$ cat config.mk
export PLATFORM = sky130hd
export DESIGN_NAME = cache_line_fill_flat
export DESIGN_NICKNAME = d
export VERILOG_FILES = /design/src/rtl/cache_line_fill_if.sv /design/src/rtl/cache_line_fill.sv /design/src/flat_wrapper.sv
export SDC_FILE = /design/constraint.sdc
export NUM_CORES = 1
export LEC_CHECK = 0
export BUFFER_PORTS_ARGS = -buffer_cell sky130_fd_sc_hd__buf_2
export CORE_AREA = 2 2 167 169
export DETAILED_ROUTE_END_ITERATION = 10
export DIE_AREA = 0 0 169 171
export PLACE_DENSITY_LB_ADDON = 0.12
export SYNTH_ARGS = -nofsm -noshare
export SYNTH_HDL_FRONTEND = slang
export SYNTH_SLANG_ARGS = --single-unit
$ cat constraint.sdc
create_clock -name clk -period 15.2 [get_ports clk]
set_input_delay 0.76 -clock clk [delete_from_list [all_inputs] [get_ports clk]]
set_output_delay 0.76 -clock clk [all_outputs]
set_load 0.01 [all_outputs]
$ cat src/rtl/cache_line_fill_if.sv
// Memory-side request/response bus of the line-fill controller.
// Request: a transfer happens on a rising edge where memReqValid && memReqReady; valid and address stay stable until then.
// Response: memRespValid marks a beat on that edge; there is no backpressure, so every valid beat is taken.
interface cache_line_fill_if #(
   parameter int ADDR_W = 32,
   parameter int WORD_W = 32
);
   logic              memReqValid;
   logic              memReqReady;
   logic [ADDR_W-1:0] memReqAddr;
   logic              memRespValid;
   logic [WORD_W-1:0] memRespData;

   modport master (
      output memReqValid,
      output memReqAddr,
      input  memReqReady,
      input  memRespValid,
      input  memRespData
   );

   modport slave (
      input  memReqValid,
      input  memReqAddr,
      output memReqReady,
      output memRespValid,
      output memRespData
   );
endinterface

$ cat src/rtl/cache_line_fill.sv
// Miss-refill controller: one line-aligned memory read, eight beats into a line buffer,
// early forwarding of the critical word, then a single-cycle write into the data array.
module cache_line_fill #(
   parameter int WORD_W = 32,
   parameter int BEATS  = 8,
   parameter int ADDR_W = 32
) (
   input  logic                      clk,
   input  logic                      reset,
   input  logic                      missReq,
   input  logic [ADDR_W-1:0]         missAddr,
   output logic                      fillBusy,
   cache_line_fill_if.master         mem,
   output logic                      critWordValid,
   output logic [WORD_W-1:0]         critWord,
   output logic                      regWrite,
   output logic [ADDR_W-1:0]         fillAddr,
   output logic [WORD_W*BEATS-1:0]   lineData,
   output logic [1:0]                fillState
);

   localparam int BEAT_W     = $clog2(BEATS);
   localparam int OFF_LSB    = $clog2(WORD_W / 8);
   localparam int LINE_BYTES = WORD_W * BEATS / 8;
   localparam logic [ADDR_W-1:0] ALIGN_MASK = ~ADDR_W'(LINE_BYTES - 1);
   localparam logic [BEAT_W-1:0] LAST_BEAT  = BEAT_W'(BEATS - 1);

   typedef enum logic [1:0] {
      IDLE  = 2'd0,
      REQ   = 2'd1,
      FILL  = 2'd2,
      WRITE = 2'd3
   } state_t;

   state_t            state;
   logic [BEAT_W-1:0] beat;
   logic [BEAT_W-1:0] offset;

   assign fillBusy  = (state != IDLE);
   assign fillState = state;

   always_ff @(posedge clk or posedge reset) begin
      if (reset) begin
         state           <= IDLE;
         beat            <= '0;
         offset          <= '0;
         mem.memReqValid <= 1'b0;
         mem.memReqAddr  <= '0;
         critWordValid   <= 1'b0;
         critWord        <= '0;
         regWrite        <= 1'b0;
         fillAddr        <= '0;
         lineData        <= '0;
      end else begin
         critWordValid <= 1'b0;
         regWrite      <= 1'b0;
         case (state)
            IDLE: begin
               if (missReq) begin
                  fillAddr        <= missAddr & ALIGN_MASK;
                  mem.memReqAddr  <= missAddr & ALIGN_MASK;
                  offset          <= missAddr[OFF_LSB +: BEAT_W];
                  mem.memReqValid <= 1'b1;
                  state           <= REQ;
               end
            end
            REQ: begin
               if (mem.memReqReady) begin
                  mem.memReqValid <= 1'b0;
                  beat            <= '0;
                  state           <= FILL;
               end
            end
            FILL: begin
               if (mem.memRespValid) begin
                  lineData[int'(beat)*WORD_W +: WORD_W] <= mem.memRespData;
                  if (beat == offset) begin
                     critWord      <= mem.memRespData;
                     critWordValid <= 1'b1;
                  end
                  // The counter parks on the last beat rather than wrapping.
                  if (beat == LAST_BEAT) begin
                     regWrite <= 1'b1;
                     state    <= WRITE;
                  end else begin
                     beat <= beat + BEAT_W'(1);
                  end
               end
            end
            WRITE: state <= IDLE;
            default: state <= IDLE;
         endcase
      end
   end

endmodule

$ cat src/flat_wrapper.sv
// flat-port wrapper written by rule: the top's interface ports become plain ports
module cache_line_fill_flat 
#(
   parameter int WORD_W = 32,
   parameter int BEATS  = 8,
   parameter int ADDR_W = 32
)
  (clk, reset, missReq, missAddr, fillBusy, critWordValid, critWord, regWrite, fillAddr, lineData, fillState, mem_memReqValid, mem_memReqAddr, mem_memReqReady, mem_memRespValid, mem_memRespData);
  cache_line_fill_if #(.ADDR_W(ADDR_W), .WORD_W(WORD_W)) mem_i ();
  input  logic clk;
  input  logic reset;
  input  logic missReq;
  input  logic [ADDR_W-1:0] missAddr;
  output logic fillBusy;
  output logic critWordValid;
  output logic [WORD_W-1:0] critWord;
  output logic regWrite;
  output logic [ADDR_W-1:0] fillAddr;
  output logic [WORD_W*BEATS-1:0] lineData;
  output logic [1:0] fillState;
  output wire logic [$bits(mem_i.memReqValid)-1:0] mem_memReqValid;
  output wire logic [$bits(mem_i.memReqAddr)-1:0] mem_memReqAddr;
  input wire logic [$bits(mem_i.memReqReady)-1:0] mem_memReqReady;
  input wire logic [$bits(mem_i.memRespValid)-1:0] mem_memRespValid;
  input wire logic [$bits(mem_i.memRespData)-1:0] mem_memRespData;
  assign mem_memReqValid = mem_i.memReqValid;
  assign mem_memReqAddr = mem_i.memReqAddr;
  assign mem_i.memReqReady = mem_memReqReady;
  assign mem_i.memRespValid = mem_memRespValid;
  assign mem_i.memRespData = mem_memRespData;
  cache_line_fill #(.WORD_W(WORD_W), .BEATS(BEATS), .ADDR_W(ADDR_W)) u_core (.clk(clk), .reset(reset), .missReq(missReq), .missAddr(missAddr), .fillBusy(fillBusy), .mem(mem_i), .critWordValid(critWordValid), .critWord(critWord), .regWrite(regWrite), .fillAddr(fillAddr), .lineData(lineData), .fillState(fillState));
endmodule
==> results.sh <==
export IMPL_status="finished, final reports clean"
export IMPL_grt_pass1_wl_um=52300
export IMPL_coreArea_mm2=0.0273
export IMPL_power_w=0.00355
export IMPL_yosysTopAreaCell="dfrtp_1"
export IMPL_rr_startpoint="u_core.beat[1]$_DFFE_PP0P_"
export IMPL_holdWs_ps=333
export IMPL_fmax_mhz=271
export IMPL_dr_total_vias=8711
export IMPL_critPathMaxStageDelay_ps=850
export IMPL_design_die_area_mm2=0.0289
export IMPL_post_cts_buffers=0
export IMPL_ys_async_sr_fraction_pct=100
export IMPL_numCtsBuffers=35
export IMPL_insertion_delay_ps=510
export IMPL_ir_worst_vdd_mv=0.124
export IMPL_p_leak_nw=9.20
export IMPL_rr_worst_depth=7
export IMPL_maxCapViolations=0
export IMPL_detail_route_antenna_nets=0
export IMPL_cts_resized=0
export IMPL_drt_iter0_drc=495
export IMPL_fin_util_pct=61.1
export IMPL_rows=61
export IMPL_placed_cells=1619
export IMPL_vias_per_cell=5.17
export IMPL_cts_hold_buffers=0
export IMPL_syn_inst=925
export IMPL_n_fill_cell=2248
export IMPL_syn_area_mm2=0.0133
export IMPL_worst_setup_path_type="reg -> reg"
export IMPL_synth_flop_cell="dfrtp_1"
export IMPL_start_kind="register"
export IMPL_arrival_ps=4060
export IMPL_nets=1388
export IMPL_slew_limit_headroom_pct=28.1
export IMPL_grt_max_degree=171
export IMPL_yosys_area_top_type_share_pct=61.2
export IMPL_r2r_slack_ps=11520
export IMPL_h_tree_depth=2
export IMPL_drive_gt1_share_pct=58.4
export IMPL_cts_sinks=326
export IMPL_grt_ovfl_total=0
export IMPL_cts_path_max_buffers=3
export IMPL_wire_per_inst_um=20.5
export IMPL_avgSynthCellArea_um2=14.4
export IMPL_crit_path_frequent_cell="ha_1"
export IMPL_drt_total_wl_um=34600
export IMPL_cts_tree="built"
export IMPL_io_buffers=414
export IMPL_finalNonFillerCells=1684
export IMPL_drv_slew=0
export IMPL_worstPathRequired_ps=15580
export IMPL_ys_seq_elements=326
export IMPL_yosys_top_cells_area="dfrtp_1 (61%), mux2_2 (22%), mux2_4 (3.4%), and2_1 (3.1%), buf_4 (2.1%)"
export IMPL_tightest_slew_ps=1080
export IMPL_place_congestion=0.793
export IMPL_finalSetupViolCount=0
export IMPL_ys_seq_area_share_pct=61.2
export IMPL_cp_slowest_cell="and4b_2"
export IMPL_finClkSkew_ps=16.4
export IMPL_drc=0
export IMPL_hpwl_um=23800
export IMPL_hold_class="in -> async"
export IMPL_rsz0062_at_grt="false"
export IMPL_yosys_warnings=0
export IMPL_grt_pass1_vias=8713
export IMPL_die_h_um=171
export IMPL_drt_pass1_iterations=5
export IMPL_cp_max_fo=35
export IMPL_ys_types=40
export IMPL_grt_usage_pct=23.6
export IMPL_die_w_um=169
export IMPL_multi_input_area_mm2=0.00459
export IMPL_cp_end_kind="register"
export IMPL_initial_core_util_pct=48.8
export IMPL_final_seq_area_mm2=0.00816
export IMPL_path_clk_slew_ps=60
export IMPL_reg2reg_to="u_core.lineData[160]$_DFFE_PP0P_"
export IMPL_synth_edff_count=0
export IMPL_crit_chain="inv_1 > ha_1 > ha_1 > and4b_2 > nor3b_4 > buf_4 > mux2_2"
export IMPL_antenna_found_initial=2
export IMPL_final_hold_viol_count=0
export IMPL_synthToLayoutAreaGrowth_pct=25.1
export IMPL_io_pins=427
export IMPL_fin_tns_setup_ps=0
export IMPL_period_share_pct=24.2
export IMPL_clockRootBuffer="clkbuf_16"
export IMPL_finalCriticalPeriod_ps=3680
export IMPL_power_density_mw_per_mm2=213
==> metal layers <==
metal / vias to the layer above / GRT usage (%) / routed length [µm]
met3: 56 / 7.43 / 2920
met4: 0 / 7.21 / 888
met1: 4440 / 30.0 / 14100
met2: 315 / 39.1 / 16700
li1: 3900 / - / -
met5: - / 0 / 0
==> flip-flops by register name (all words and copies together) (netlist names) <==
| signal | count |
|---|---|
| u_core.beat | 3 |
| u_core.mem.memReqValid | 1 |
| u_core.mem.memReqAddr | 27 |
| u_core.fillState | 2 |
| u_core.lineData | 256 |
| u_core.critWord | 32 |
| u_core.critWordValid | 1 |
| u_core.offset | 3 |
| u_core.regWrite | 1 |
==> worst max-delay path by stage <==
stage,from,to,slack (ps)
after floorplan,reset,u_core.beat[0]$_DFFE_PP0P_,5410
after global placement,u_core.beat[1]$_DFFE_PP0P_,u_core.lineData[163]$_DFFE_PP0P_,11490
after detailed placement,u_core.beat[1]$_DFFE_PP0P_,u_core.lineData[172]$_DFFE_PP0P_,11490
after CTS,u_core.beat[1]$_DFFE_PP0P_,u_core.lineData[172]$_DFFE_PP0P_,11480
after global routing,u_core.beat[1]$_DFFE_PP0P_,u_core.lineData[172]$_DFFE_PP0P_,11270
final,u_core.beat[1]$_DFFE_PP0P_,u_core.lineData[160]$_DFFE_PP0P_,11520
==> per-stage QoR <==
stage | setup WS [ps] | cell area [µm²]
2_1_floorplan | 5410 | 13400
3_3_place_gp | 11490 | 15500
3_5_place_dp | 11490 | 15500
4_1_cts | 11480 | 16700
5_1_grt | 11270 | 16700
6_report | 11520 | 16700
==> critical path: cells and delay by family, from the launching register on <==
kind | cells | cell delay (ps)
AND/OR/NAND/NOR | 2 | 1590
buffers and inverters | 2 | 560
flip-flops | 1 | 550
adder cells (fa/ha/maj) | 2 | 470
multiplexers | 1 | 380
==> where the power goes <==
| part | total [W] | switching (W) | internal, W |
|---|---|---|---|
| clock | 0.000846 | 0.000336 | 0.000510 |
| combinational | 0.00131 | 0.000707 | 0.000602 |
| sequential | 0.00140 | 0.000185 | 0.00121 |
| total | 0.00355 | 0.00123 | 0.00233 |
==> layout make-up <==
type	instances	share of cell area (%)
Clock buffer	53	6.51
Timing Repair Buffer	425	13.0
Sequential cell	326	48.9
Inverter	43	1.01
Antenna cell	2	0.0300
Multi-Input combinational cell	479	27.5
Tap cell	346	2.60
Clock inverter	10	0.450
==> cells in the final DEF, fill, tap and decap left out, types with 3 or more instances in the layout <==
cell       instances
mux2_2           256
ha_1               9
inv_1             42
buf_4             10
buf_2            414
o21ai_0           33
mux2_4            30
clkinv_2           9
a21oi_1            3
clkbuf_1           6
dfrtp_1          326
clkbuf_8          10
and2_1            66
nand3_1           33
nand2_1            5
clkbuf_16         37
conb_1            10
xnor2_1            3
==> cell usage after synthesis (2+ instances only) <==
| library cell | n |
|---|---|
| nor2b_1 | 2 |
| and2_1 | 66 |
| nand2b_1 | 2 |
| buf_2 | 21 |
| inv_1 | 43 |
| and4b_1 | 2 |
| ha_1 | 9 |
| nand3_1 | 34 |
| o21ai_0 | 33 |
| a21oi_1 | 3 |
| dfrtp_1 | 326 |
| buf_6 | 3 |
| nor2_1 | 3 |
| and3_1 | 2 |
| xnor2_1 | 3 |
| buf_1 | 2 |
| nand2_1 | 5 |
| a221oi_1 | 2 |
| mux2_4 | 30 |
| buf_4 | 37 |
| clkbuf_1 | 23 |
| mux2_2 | 256 |
==> cells by family after synthesis <==
group | share of synthesized area (%)
other | 0.0281
flip-flops | 61.2
AO/OA/AOI/OAI | 1.97
AND/OR/NAND/NOR | 5.58
XOR/XNOR | 0.197
adder cells (fa/ha/maj) | 0.845
buffers and inverters | 5.04
multiplexers | 25.2
Note: power is estimated with default switching activity, not from simulation.
